**src/rtl/enemy_fire_arbiter.sv**
```systemverilog
// Purpose: picks one live enemy per cooldown period to fire the single shared missile. The pick is round-robin, or LFSR-started when FIRE_RANDOM_EN is defined.
// Latency: fire comes one cycle after an eligible request is sampled in ARB. The cooldown lasts limit cycles, where limit = max(BASE - level*STEP, MIN).
// Backpressure: while missile_busy is high the arbiter stays in ARB and grants nothing. level_up holds the cooldown counter at zero.
module enemy_fire_arbiter #(
   parameter logic [31:0] COOLDOWN_BASE = 32'd50000000,
   parameter logic [31:0] COOLDOWN_STEP = 32'd4000000,
   parameter logic [31:0] COOLDOWN_MIN  = 32'd10000000
) (
   input  logic       pclk,
   input  logic       rst,
   input  logic [4:0] req,
   input  logic [4:0] alive,
   input  logic [3:0] level,
   input  logic       level_up,
   input  logic       missile_busy,
   output logic [4:0] grant,
   output logic       fire,
   output logic [2:0] enemy_id
);

   typedef enum logic [1:0] {
      COOLDOWN = 2'd0,
      ARB      = 2'd1,
      FIRE     = 2'd2
   } state_t;

   state_t      state_q, state_d;
   logic [31:0] cnt_q, cnt_d;
   logic [2:0]  ptr_q, ptr_d;
   logic [4:0]  grant_q, grant_d;
   logic        fire_q, fire_d;
   logic [2:0]  id_q, id_d;

   logic [35:0] step_total;
   logic [31:0] diff;
   logic [31:0] limit;
   logic [31:0] cnt_inc;
   logic [4:0]  eligible;
   logic [2:0]  start;
   logic [2:0]  win;
   logic        found;
   logic [3:0]  idx;

   assign eligible = req & alive;
   assign cnt_inc  = cnt_q + 32'd1;

   // Cooldown limit follows the level combinationally.
   // The product is computed wide, so a large level clamps to the floor instead of wrapping.
   always_comb begin
      step_total = 36'(level) * 36'(COOLDOWN_STEP);
      diff       = 32'd0;
      if (step_total < 36'(COOLDOWN_BASE)) begin
         diff = COOLDOWN_BASE - step_total[31:0];
      end
      limit = (diff < COOLDOWN_MIN) ? COOLDOWN_MIN : diff;
   end

`ifdef FIRE_RANDOM_EN
   logic [15:0] lfsr_q;
   logic        lfsr_fb;

   assign lfsr_fb = lfsr_q[15] ^ lfsr_q[13] ^ lfsr_q[12] ^ lfsr_q[10];

   // Free-running 16-bit Fibonacci LFSR (taps 16,14,13,11) that supplies the search start.
   always_ff @(posedge pclk or posedge rst) begin
      if (rst) begin
         lfsr_q <= 16'hACE1;
      end else begin
         lfsr_q <= {lfsr_q[14:0], lfsr_fb};
      end
   end

   assign start = (lfsr_q[2:0] >= 3'd5) ? (lfsr_q[2:0] - 3'd5) : lfsr_q[2:0];
`else
   assign start = ptr_q;
`endif

   // Take the first eligible enemy, searching upward from start and wrapping from 4 to 0.
   always_comb begin
      win   = 3'd0;
      found = 1'b0;
      idx   = 4'd0;
      for (int k = 0; k < 5; k++) begin
         idx = {1'b0, start} + 4'(k);
         if (idx >= 4'd5) begin
            idx = idx - 4'd5;
         end
         if (!found && eligible[idx[2:0]]) begin
            win   = idx[2:0];
            found = 1'b1;
         end
      end
   end

   // Next-state logic. The registered outputs are decided here, one cycle ahead of the FIRE state.
   always_comb begin
      state_d = state_q;
      cnt_d   = cnt_q;
      ptr_d   = ptr_q;
      fire_d  = 1'b0;
      grant_d = 5'b00000;
      id_d    = 3'd0;
      case (state_q)
         COOLDOWN: begin
            if (level_up) begin
               cnt_d = 32'd0;
            end else if (cnt_inc >= limit) begin
               cnt_d   = 32'd0;
               state_d = ARB;
            end else begin
               cnt_d = cnt_inc;
            end
         end
         ARB: begin
            if (level_up) begin
               cnt_d   = 32'd0;
               state_d = COOLDOWN;
            end else if (!missile_busy && found) begin
               state_d = FIRE;
               fire_d  = 1'b1;
               grant_d = 5'b00001 << win;
               id_d    = win + 3'd1;
               ptr_d   = (win == 3'd4) ? 3'd0 : (win + 3'd1);
            end
         end
         FIRE: begin
            // The pulse always completes. A concurrent level_up simply lands in a fresh cooldown.
            cnt_d   = 32'd0;
            state_d = COOLDOWN;
         end
         default: begin
            cnt_d   = 32'd0;
            state_d = COOLDOWN;
         end
      endcase
   end

   // State, counter, pointer and output registers. Reset clears the outputs immediately.
   always_ff @(posedge pclk or posedge rst) begin
      if (rst) begin
         state_q <= COOLDOWN;
         cnt_q   <= 32'd0;
         ptr_q   <= 3'd0;
         grant_q <= 5'b00000;
         fire_q  <= 1'b0;
         id_q    <= 3'd0;
      end else begin
         state_q <= state_d;
         cnt_q   <= cnt_d;
         ptr_q   <= ptr_d;
         grant_q <= grant_d;
         fire_q  <= fire_d;
         id_q    <= id_d;
      end
   end

   assign grant    = grant_q;
   assign fire     = fire_q;
   assign enemy_id = id_q;

endmodule
```
**config.mk**
```make
export PLATFORM = sky130hd
export DESIGN_NAME = enemy_fire_arbiter
export DESIGN_NICKNAME = d
export VERILOG_FILES = /design/src/rtl/enemy_fire_arbiter.sv
export SDC_FILE = /design/constraint.sdc
export NUM_CORES = 1
export LEC_CHECK = 0
export ABC_AREA = 1
export ABC_CLOCK_PERIOD_IN_PS = 3400
export CORE_MARGIN = 2
export CORE_UTILIZATION = 50
export DETAILED_ROUTE_END_ITERATION = 8
export HOLD_SLACK_MARGIN = 0.1
export PLACE_DENSITY = 0.74
export SETUP_SLACK_MARGIN = 0.15
export SKIP_LAST_GASP = 1
export SYNTH_ARGS = -nofsm -noshare
export SYNTH_HDL_FRONTEND = slang
export SYNTH_SLANG_ARGS = --single-unit
```
**constraint.sdc**
```tcl
create_clock -name pclk -period 3.4 [get_ports pclk]
set_input_delay 0.51 -clock pclk [delete_from_list [all_inputs] [get_ports pclk]]
set_output_delay 0.51 -clock pclk [all_outputs]
set_load 0.02 [all_outputs]
```
==> impl_metrics.toml, run 1 <==
[hold_path]
hold_start = "cnt_q[23]"
hp-class = "register to register"
holdPathStages = 2
hold_path_end = "cnt_q[23]"

[clocking]
clk_latency_ps = 300
path_clk_slew_ps = 70
htreeDepth = 2
cts_tree = "yes"
cts_max_path_buffers = 2
numCtsBuffers = 5
root_buffer = "clkbuf_16"
cts.sinks = 46

[timing]
fin_crit_sh_pct = 146.7
relSlewSlack_pct = 36.29
timing.fmax_ghz = 0.2004
rsz0062_at_grt = "true"
tightest_slew_ps = 954.2
timing.final.ws_setup_ps = -1589
finalMaxSlewViolations = 0
whs_ps = 521.7
worst_clock_skew_ps = 4.578
min_period_ps = 4989
finalSetupViolCount = 33
hold_viol_final = 0

[power_and_ir_drop]
ir_drop_uv = 383.0
seq_power_share_pct = 21.5
swShare_pct = 40.50
power.switching_mw = 1.038
p_int_mw = 1.525
clkPwrFrac_pct = 19.2
power_density_nw_per_um2 = 323.3
pwr-share-comb_pct = 59.3
p_leak_nw = 4.155

[setup_path]
end_kind = "register"
cp_num_buf_inv = 9
path_max_fanout = 8
worstPathArrival_ps = 5210
critPathLaunchType = "input port"
reg2reg_slack_ps = -260
critPathKind = "input port to register"
worstReg2RegStart = "cnt_q[0]"
cp.required_ps = 3620
slowest_stage = "fa_1"
slowest_delay_ps = 570
cp_top_family = "adder cells"
reg2regPathDepth = 23
worst-path-stages = 33
reg2reg_to = "cnt_q[13]"

[global_route]
antenna_found_initial = 0
grt_max_degree = 47
grtUsageTotal_pct = 23.74
grt_pass1_vias = 5418
grt_pass1_wl_um = 24640
grt_overflow_total = 0

[drt]
wl_per_cell_um = 13.25
post-route-drc-count = 0
drtIter0Drc = 323
first_pass_iters = 5
viasPerCell = 5.156
drtAntennaViolNets = 0
vias = 6089
wirelength_um = 15650

[logic_synthesis]
synth_largest_area_cell = "dfrtp_1"
synthTopCellsByCount = "nand2_1 (254), inv_1 (140), nand3_1 (66), nor2_1 (65), ha_1 (61)"
syn_avg_cell_area_um2 = 6.534
ys_seq_elements = 46
synth.most_common_cell = "nand2_1"
seq_area_frac_synth_pct = 20.16
ys.flop_type = "dfrtp_1"
syn_area_um2 = 5710
yosys_warnings = 0
synth_nets = 959
postSynthCellCount = 874
async_reset_ff_share_pct = 100.0
synth-edff-count = 0
synth.distinct_cells = 44
synth.area.top_cells = "dfrtp_1 (20%), nand2_1 (17%), ha_1 (13%)"
synth_top_area_share_pct = 20.16

[die]
ios = 27
dieArea_um2 = 12290
die_y_um = 110.9
core_um2 = 11270
initial_core_util_pct = 50.66
die-width_um = 110.9
rows = 39

[place]
place_area_um2 = 7005
numPortBuffers = 26
routabilityCongestion = 0.9395
hpwl_um = 11120

[layout]
drive_gt1_share_pct = 32.56
syn2layout_area_growth_pct = 38.80
diodes = 0
finalInstanceArea_um2 = 7926
multiInputGateArea_um2 = 4536
final-seq-area_um2 = 1154
nFillCells = 864
nNetsFinal = 1122

[job]
drv_cap = 0

[run_status]
violations = "negative setup slack"
status = "finished with violations"
[flip-flops by register name (all words and copies together), names as in the netlist]
name,flops
fire,1
ptr_q,3
grant,5
state_q,2
enemy_id,3
cnt_q,32
[kinds of logic after synthesis]
group	Yosys count	synth area share [%]
buffers and inverters	158	10.67
adder cells (fa/ha/maj)	67	15.47
XOR/XNOR	34	5.215
flip-flops	46	20.16
AND/OR/NAND/NOR	491	40.97
other	1	0.06567
AO/OA/AOI/OAI	77	7.450
[metal layers]
| metal | part of all wire (%) | vias to the layer above | track usage (%) |
|---|---|---|---|
| li1 | - | 3095 | - |
| met1 | 43 | 2802 | 31.75 |
| met2 | 50 | 158 | 41.35 |
| met3 | 4.2 | 34 | 2.187 |
| met4 | 2.6 | 0 | 6.083 |
| met5 | 0 | - | 0 |
[power by group through the flow]
stage | sequential, mW | combinational [mW] | clock, mW
after CTS | 0.552 | 1.28 | 0.494
after global routing | 0.552 | 1.66 | 0.518
after floorplan | 0.564 | 0.732 | 0
after global placement | 0.562 | 1.13 | 0
after detailed placement | 0.562 | 1.15 | 0
final | 0.552 | 1.52 | 0.492
[repair_timing]
item                       4_1_cts  5_1_grt
hold buffers                     0        0
gates resized for setup         90      101
pin swaps                       27       27
cloned                           4        0
setup endpoints to repair       35       40
buffers inserted                 7       13
[worst max path at each step]
stage	start	slack [ps]	end
finish	level[3]	-1590	cnt_q[13]
global placement	level[1]	-2250	cnt_q[17]
detailed placement	level[1]	-2390	cnt_q[17]
floorplan	level[1]	-1460	state_q[0]
CTS	level[3]	-1490	cnt_q[6]
global route	level[3]	-1850	cnt_q[13]
[worst min-delay path: stages (launching register included)]
cell     delay [ps]
dfrtp_1         370
nand2_1          60
nand2_1          50
[stage by stage]
step / power, mW / utilization, % / setup TNS, ps / instances / setup slack, ps
2_1_floorplan: 1.296 / - / -46540 / 874 / -1457
3_3_place_gp: 1.689 / 62.15 / -73220 / 1149 / -2247
3_5_place_dp: 1.714 / 62.15 / -76370 / 1149 / -2390
4_1_cts: 2.326 / 65.97 / -48180 / 1168 / -1493
5_1_grt: 2.728 / 70.32 / -60100 / 1181 / -1852
6_report: 2.562 / 70.32 / -51420 / 1181 / -1589
[placed cells by master, fill, tap and decap left out, types with 10 or more instances in the layout]
master	netlist	routed
nand2_1	254	229
inv_1	140	126
buf_4	1	126
nand3_1	66	59
nor2_1	65	58
ha_1	61	44
dfrtp_1	46	44
nand2_2	19	35
o21ai_2	0	26
xor2_1	26	24
clkdlybuf4s50_1	0	22
nand3_2	16	21
nor2_2	18	21
nand4_1	16	16
inv_2	4	16
a21oi_1	20	15
nand2_4	6	15
ha_4	0	13
buf_6	0	11
o21ai_1	2	10
[final cells by class]
class / count / area share, %
clock inverter: 3 / 0.2684
clock buffer: 5 / 1.579
multi-input combinational: 672 / 57.22
timing repair buffer: 164 / 17.02
inverter: 148 / 7.103
sequential: 46 / 14.55
tap: 143 / 2.257
Power figures use the tool's default switching activity.
==> inputs of run 2 (changes only) <==
--- a/config.mk
+++ b/config.mk
@@ -6,12 +6,12 @@
 export NUM_CORES = 1
 export LEC_CHECK = 0
 export ABC_AREA = 1
-export ABC_CLOCK_PERIOD_IN_PS = 3400
+export ABC_CLOCK_PERIOD_IN_PS = 5500
 export CORE_MARGIN = 2
 export CORE_UTILIZATION = 50
 export DETAILED_ROUTE_END_ITERATION = 8
 export HOLD_SLACK_MARGIN = 0.1
-export PLACE_DENSITY = 0.74
+export PLACE_DENSITY = 0.71
 export SETUP_SLACK_MARGIN = 0.15
 export SKIP_LAST_GASP = 1
 export SYNTH_ARGS = -nofsm -noshare
==> constraint.sdc (replaced) <==
create_clock -name pclk -period 5.5 [get_ports pclk]
set_input_delay 0.825 -clock pclk [delete_from_list [all_inputs] [get_ports pclk]]
set_output_delay 0.825 -clock pclk [all_outputs]
set_load 0.02 [all_outputs]
==> run 2 against run 1 <==
- the flow now finishes without violations
- sequential share of layout area rose by 0.94 points
- flip-flop and latch count unchanged
- core utilization is 4.4 points lower
- critical path depth stayed put
- worst setup slack better by 1700 ps
- final cell count shrank 5.8%
- clock-buffer cell count stayed put
- power down 35%
- die area unchanged
- clock skew is 1.9 ps lower
- non-clock buffer count fell by 69
- first-iteration DRC count rose by 7.4%
- critical path type unchanged
==> impl_metrics.toml, run 2 (same netlist as run 1, synthesis figures left out) <==
[drt]
first_pass_iters = 4
post-route-drc-count = 0
wirelength_um = 14360
wl_per_cell_um = 12.91
vias = 5647
drtIter0Drc = 347
drtAntennaViolNets = 0
viasPerCell = 5.078

[global_route]
grt_max_degree = 47
antenna_found_initial = 0
grtUsageTotal_pct = 21.85
grt_pass1_vias = 5149
grt_use_met3_pct = 1.586
grt_overflow_total = 0
use_met1_pct = 30.37
use_met2_pct = 37.06
grt-busiest-layer = "met2"
grt_pass1_wl_um = 23090

[die]
core_um2 = 11270
rows = 39
die_y_um = 110.9
die-width_um = 110.9
initial_core_util_pct = 50.66
dieArea_um2 = 12290
ios = 27

[clocking]
clk_latency_ps = 290
htreeDepth = 2
cts.sinks = 46
cts_max_path_buffers = 2
cts_tree = "yes"
path_clk_slew_ps = 60
numCtsBuffers = 5
root_buffer = "clkbuf_16"

[timing]
min_period_ps = 5382
finalSetupViolCount = 0
timing.fmax_ghz = 0.1858
relSlewSlack_pct = 36.81
tightest_slew_ps = 942.1
rsz0062_at_grt = "true"
finalMaxSlewViolations = 0
hold_viol_final = 0
finalSetupTns_ps = 0
fin_crit_sh_pct = 97.85
worst_clock_skew_ps = 2.656

[setup_path]
path_max_fanout = 8
worstPathArrival_ps = 5560
slowest_delay_ps = 560
cp.required_ps = 5680
cp_top_family = "adder cells"
slowest_stage = "fa_1"
end_kind = "register"
cp_num_buf_inv = 8
critPathLaunchType = "input port"
critPathKind = "input port to register"

[layout]
nFillCells = 979
diodes = 0
nNetsFinal = 1053
final-seq-area_um2 = 1151
multiInputGateArea_um2 = 4547
finalInstanceArea_um2 = 7430
drive_gt1_share_pct = 25.49
layout.cells.non_filler = 1112
syn2layout_area_growth_pct = 30.11
layout_commonest_cell = "nand2_1"
fin_util_pct = 65.91
largest_register = "cnt_q"
largest_reg_flops = 32
final_cell_mix = "nand2_1 (231), inv_1 (134), nand3_1 (60), nor2_1 (60), buf_4 (55)"

[place]
hpwl_um = 10270
dp.cells = 1090
routabilityCongestion = 0.8609
numPortBuffers = 26
place_area_um2 = 6538

[run_status]
status = "complete, no violations"

[power_and_ir_drop]
power_density_nw_per_um2 = 223.0
power_mw = 1.657
ir_drop_uv = 208.4
p_leak_nw = 3.825

[job]
drv_cap = 0

[hold_path]
hp-class = "register to register"
run 2: final timing paths:
check	start	end	slack (ps)	depth (start not counted)
min in group asynchronous	rst	grant[3]	1060	2
max reg2reg	ptr_q[0]	ptr_q[2]	1490	21
max in group asynchronous	rst	cnt_q[8]	3850	2
max	level[1]	state_q[0]	120	33
min reg2reg	cnt_q[23]	cnt_q[23]	520	2
min	cnt_q[23]	cnt_q[23]	520	2
run 2: worst min-delay path: stages (launching register included):
cell,delay [ps]
dfrtp_1,370
nand2_1,60
nand2_1,50
run 2: where the power goes:
part / leakage [nW] / switching, mW / internal [mW]
registers: 0.630 / 0.00251 / 0.340
clock network: 0.0698 / 0.131 / 0.168
logic: 3.13 / 0.542 / 0.473
run 2: area by class of cell:
type / instances / area share (%)
inverter: 148 / 7.528
timing repair buffer: 95 / 11.40
multi-input combinational: 672 / 61.20
clock buffer: 5 / 1.684
sequential: 46 / 15.49
clock inverter: 3 / 0.2863
tap: 143 / 2.408
run 2: metal layers:
metal / up-vias / wire, um
met3: 20 / 430
met4: 0 / 234
li1: 2956 / -
met2: 95 / 7087
met1: 2576 / 6603
met5: - / 0
run 2: what timing repair did:
item,in CTS,in global routing
hold buffers,0,0
gates cloned,3,0
buffers inserted,5,6
pin swaps,17,38
gates resized for setup,46,127
setup endpoints to repair,33,33
run 2: stage by stage:
| stage | hold slack (ps) | setup slack [ps] |
|---|---|---|
| after CTS | 519.8 | 160.9 |
| after detailed placement | 499.2 | -604.2 |
| after floorplan | 470.3 | 244.7 |
| final | 519.6 | 118.3 |
| after global routing | 542.6 | -70.01 |
| after global placement | 498.9 | -524.2 |
==> inputs of run 3 (changes only) <==
--- a/config.mk
+++ b/config.mk
@@ -12,8 +12,10 @@
 export DETAILED_ROUTE_END_ITERATION = 8
 export HOLD_SLACK_MARGIN = 0.1
 export PLACE_DENSITY = 0.71
+export RECOVER_POWER = 50
 export SETUP_SLACK_MARGIN = 0.15
 export SKIP_LAST_GASP = 1
+export SLEW_MARGIN = 20
 export SYNTH_ARGS = -nofsm -noshare
 export SYNTH_HDL_FRONTEND = slang
 export SYNTH_SLANG_ARGS = --single-unit
==> run 3 against run 2 <==
- the flow now finishes with violations (max-capacitance violations, max-slew violations)
- critical path depth did not move
- sequential share of layout area did not move
- non-clock buffer count unchanged
- clock-buffer cell count stayed put
- combinational power is essentially flat
==> impl_metrics.toml, run 3 (same netlist as run 1, synthesis figures left out) <==
[power_and_ir_drop]
swShare_pct = 40.78
power_mw = 1.656
seq_power_share_pct = 20.7
power_density_nw_per_um2 = 222.9
clkPwrFrac_pct = 18.1
p_int_mw = 0.9808
pwr-share-comb_pct = 61.3
ir_drop_uv = 208.6
p_leak_nw = 3.841
power.switching_mw = 0.6754

[clocking]
path_clk_slew_ps = 60
cts_tree = "yes"
root_buffer = "clkbuf_16"
cts_hold_buffers = 0
cts.sinks = 46
clk_latency_ps = 290
htreeDepth = 2
numCtsBuffers = 5
cts_max_path_buffers = 2

[layout]
syn2layout_area_growth_pct = 30.11
nNetsFinal = 1053
drive_gt1_share_pct = 25.39
fin_util_pct = 65.91
nFillCells = 979
layout_commonest_cell = "nand2_1"
layout.cells.non_filler = 1112
largest_reg_flops = 32
final_cell_mix = "nand2_1 (231), inv_1 (135), nand3_1 (60), nor2_1 (60), buf_4 (55)"
largest_register = "cnt_q"
diodes = 0

[timing]
tightest_slew_ps = 1718
rsz0062_at_grt = "true"
fin_crit_sh_pct = 97.83
timing.fmax_ghz = 0.1859
finalSetupViolCount = 0
relSlewSlack_pct = -14.64
timing.final.ws_setup_ps = 119.6
worst_clock_skew_ps = 2.662
hold_viol_final = 0
whs_ps = 519.6
min_period_ps = 5380
finalMaxSlewViolations = 47

[global_route]
grt_overflow_total = 0
antenna_found_initial = 0
grt_pass1_vias = 5149
grt_use_met3_pct = 1.586
grt-busiest-layer = "met2"
grtUsageTotal_pct = 21.85
grt_pass1_wl_um = 23090
use_met2_pct = 37.06
grt_max_degree = 47
use_met1_pct = 30.37

[setup_path]
path_max_fanout = 8
worstPathArrival_ps = 5560
critPathKind = "input port to register"
end_kind = "register"
cp.required_ps = 5680
cp_top_family = "adder cells"
critPathLaunchType = "input port"
slowest_stage = "fa_1"
slowest_delay_ps = 560
cp_num_buf_inv = 8

[place]
pre_cts_slack_ps = -604.2
numPortBuffers = 26
routabilityCongestion = 0.8609
hpwl_um = 10270
dp.cells = 1090

[die]
dieArea_um2 = 12290
die-width_um = 110.9
rows = 39
core_um2 = 11270
ios = 27
die_y_um = 110.9
initial_core_util_pct = 50.66

[drt]
vias = 5646
viasPerCell = 5.077
wirelength_um = 14330
first_pass_iters = 4
drtAntennaViolNets = 0
drtIter0Drc = 347
wl_per_cell_um = 12.89
post-route-drc-count = 0

[run_status]
violations = "max-capacitance violations, max-slew violations"
status = "finished with violations"

[job]
drv_cap = 1

[hold_path]
hp-class = "register to register"
[run 3: changes by cell type in the layout (fill, tap and decap cells not counted), sizes merged]
cell / previous run / this run
clkdlybuf4s50: 22 / 17
dlygate4sd3: 0 / 5
[run 3: worst paths after layout]
kind	from	endpoint	slack [ps]	cells after the start
worst max-delay path	level[1]	state_q[0]	120	33
min in group asynchronous	rst	grant[3]	1510	2
worst max register to register	ptr_q[0]	ptr_q[2]	1490	21
max in group asynchronous	rst	cnt_q[8]	2990	2
worst min-delay path	cnt_q[23]	cnt_q[23]	520	2
worst min register to register	cnt_q[23]	cnt_q[23]	520	2
[run 3: metal layers]
| metal | vias to the layer above | part of all wire [%] |
|---|---|---|
| li1 | 2957 | - |
| met1 | 2572 | 46 |
| met2 | 97 | 50 |
| met3 | 20 | 3.1 |
| met4 | 0 | 1.6 |
| met5 | - | 0 |
[run 3: repair_timing]
item                                    4_1_cts  5_1_grt
gates resized for setup                      46      127
endpoints found under the setup margin       33       33
buffers inserted                              5        6
gates cloned                                  3        0
pin swaps                                    17       38
[run 3: worst register-to-register path, cell delays in order (launching register included)]
cell	delay, ps
dfrtp_1	560
inv_1	290
ha_1	180
inv_1	60
fa_1	400
inv_1	90
nand2_1	90
o21ai_0	370
nand3_1	130
nand3_1	100
nand2_1	90
nand3_1	140
nor2_1	50
nor2_1	120
nand2_1	70
nor2_1	230
inv_1	130
ha_1	220
ha_1	290
nor2_1	180
nand2_1	70
o21ai_0	70
[run 3: area by class of cell]
class	instances	area, um2	area share (%)
inverter	148	559.3	7.528
timing repair buffer	95	847.1	11.40
tap	143	178.9	2.408
clock inverter	3	21.27	0.2863
clock buffer	5	125.1	1.684
multi-input combinational	672	4547	61.20
sequential	46	1151	15.49
[run 3: power by group through the flow]
stage               Combinational [mW]  Sequential [mW]  Clock, mW
finish                            1.01            0.343      0.299
global route                      1.11            0.343      0.313
CTS                              0.764            0.343      0.299
detailed placement               0.682            0.349          0
global placement                 0.670            0.349          0
floorplan                        0.443            0.348          0
[run 3: per-stage QoR]
step           TNS, ps  area (um2)
5_1_grt          -1137        7430
6_report             0        7430
2_1_floorplan        0        5734
3_3_place_gp    -15690        6538
4_1_cts              0        6883
3_5_place_dp    -18330        6538
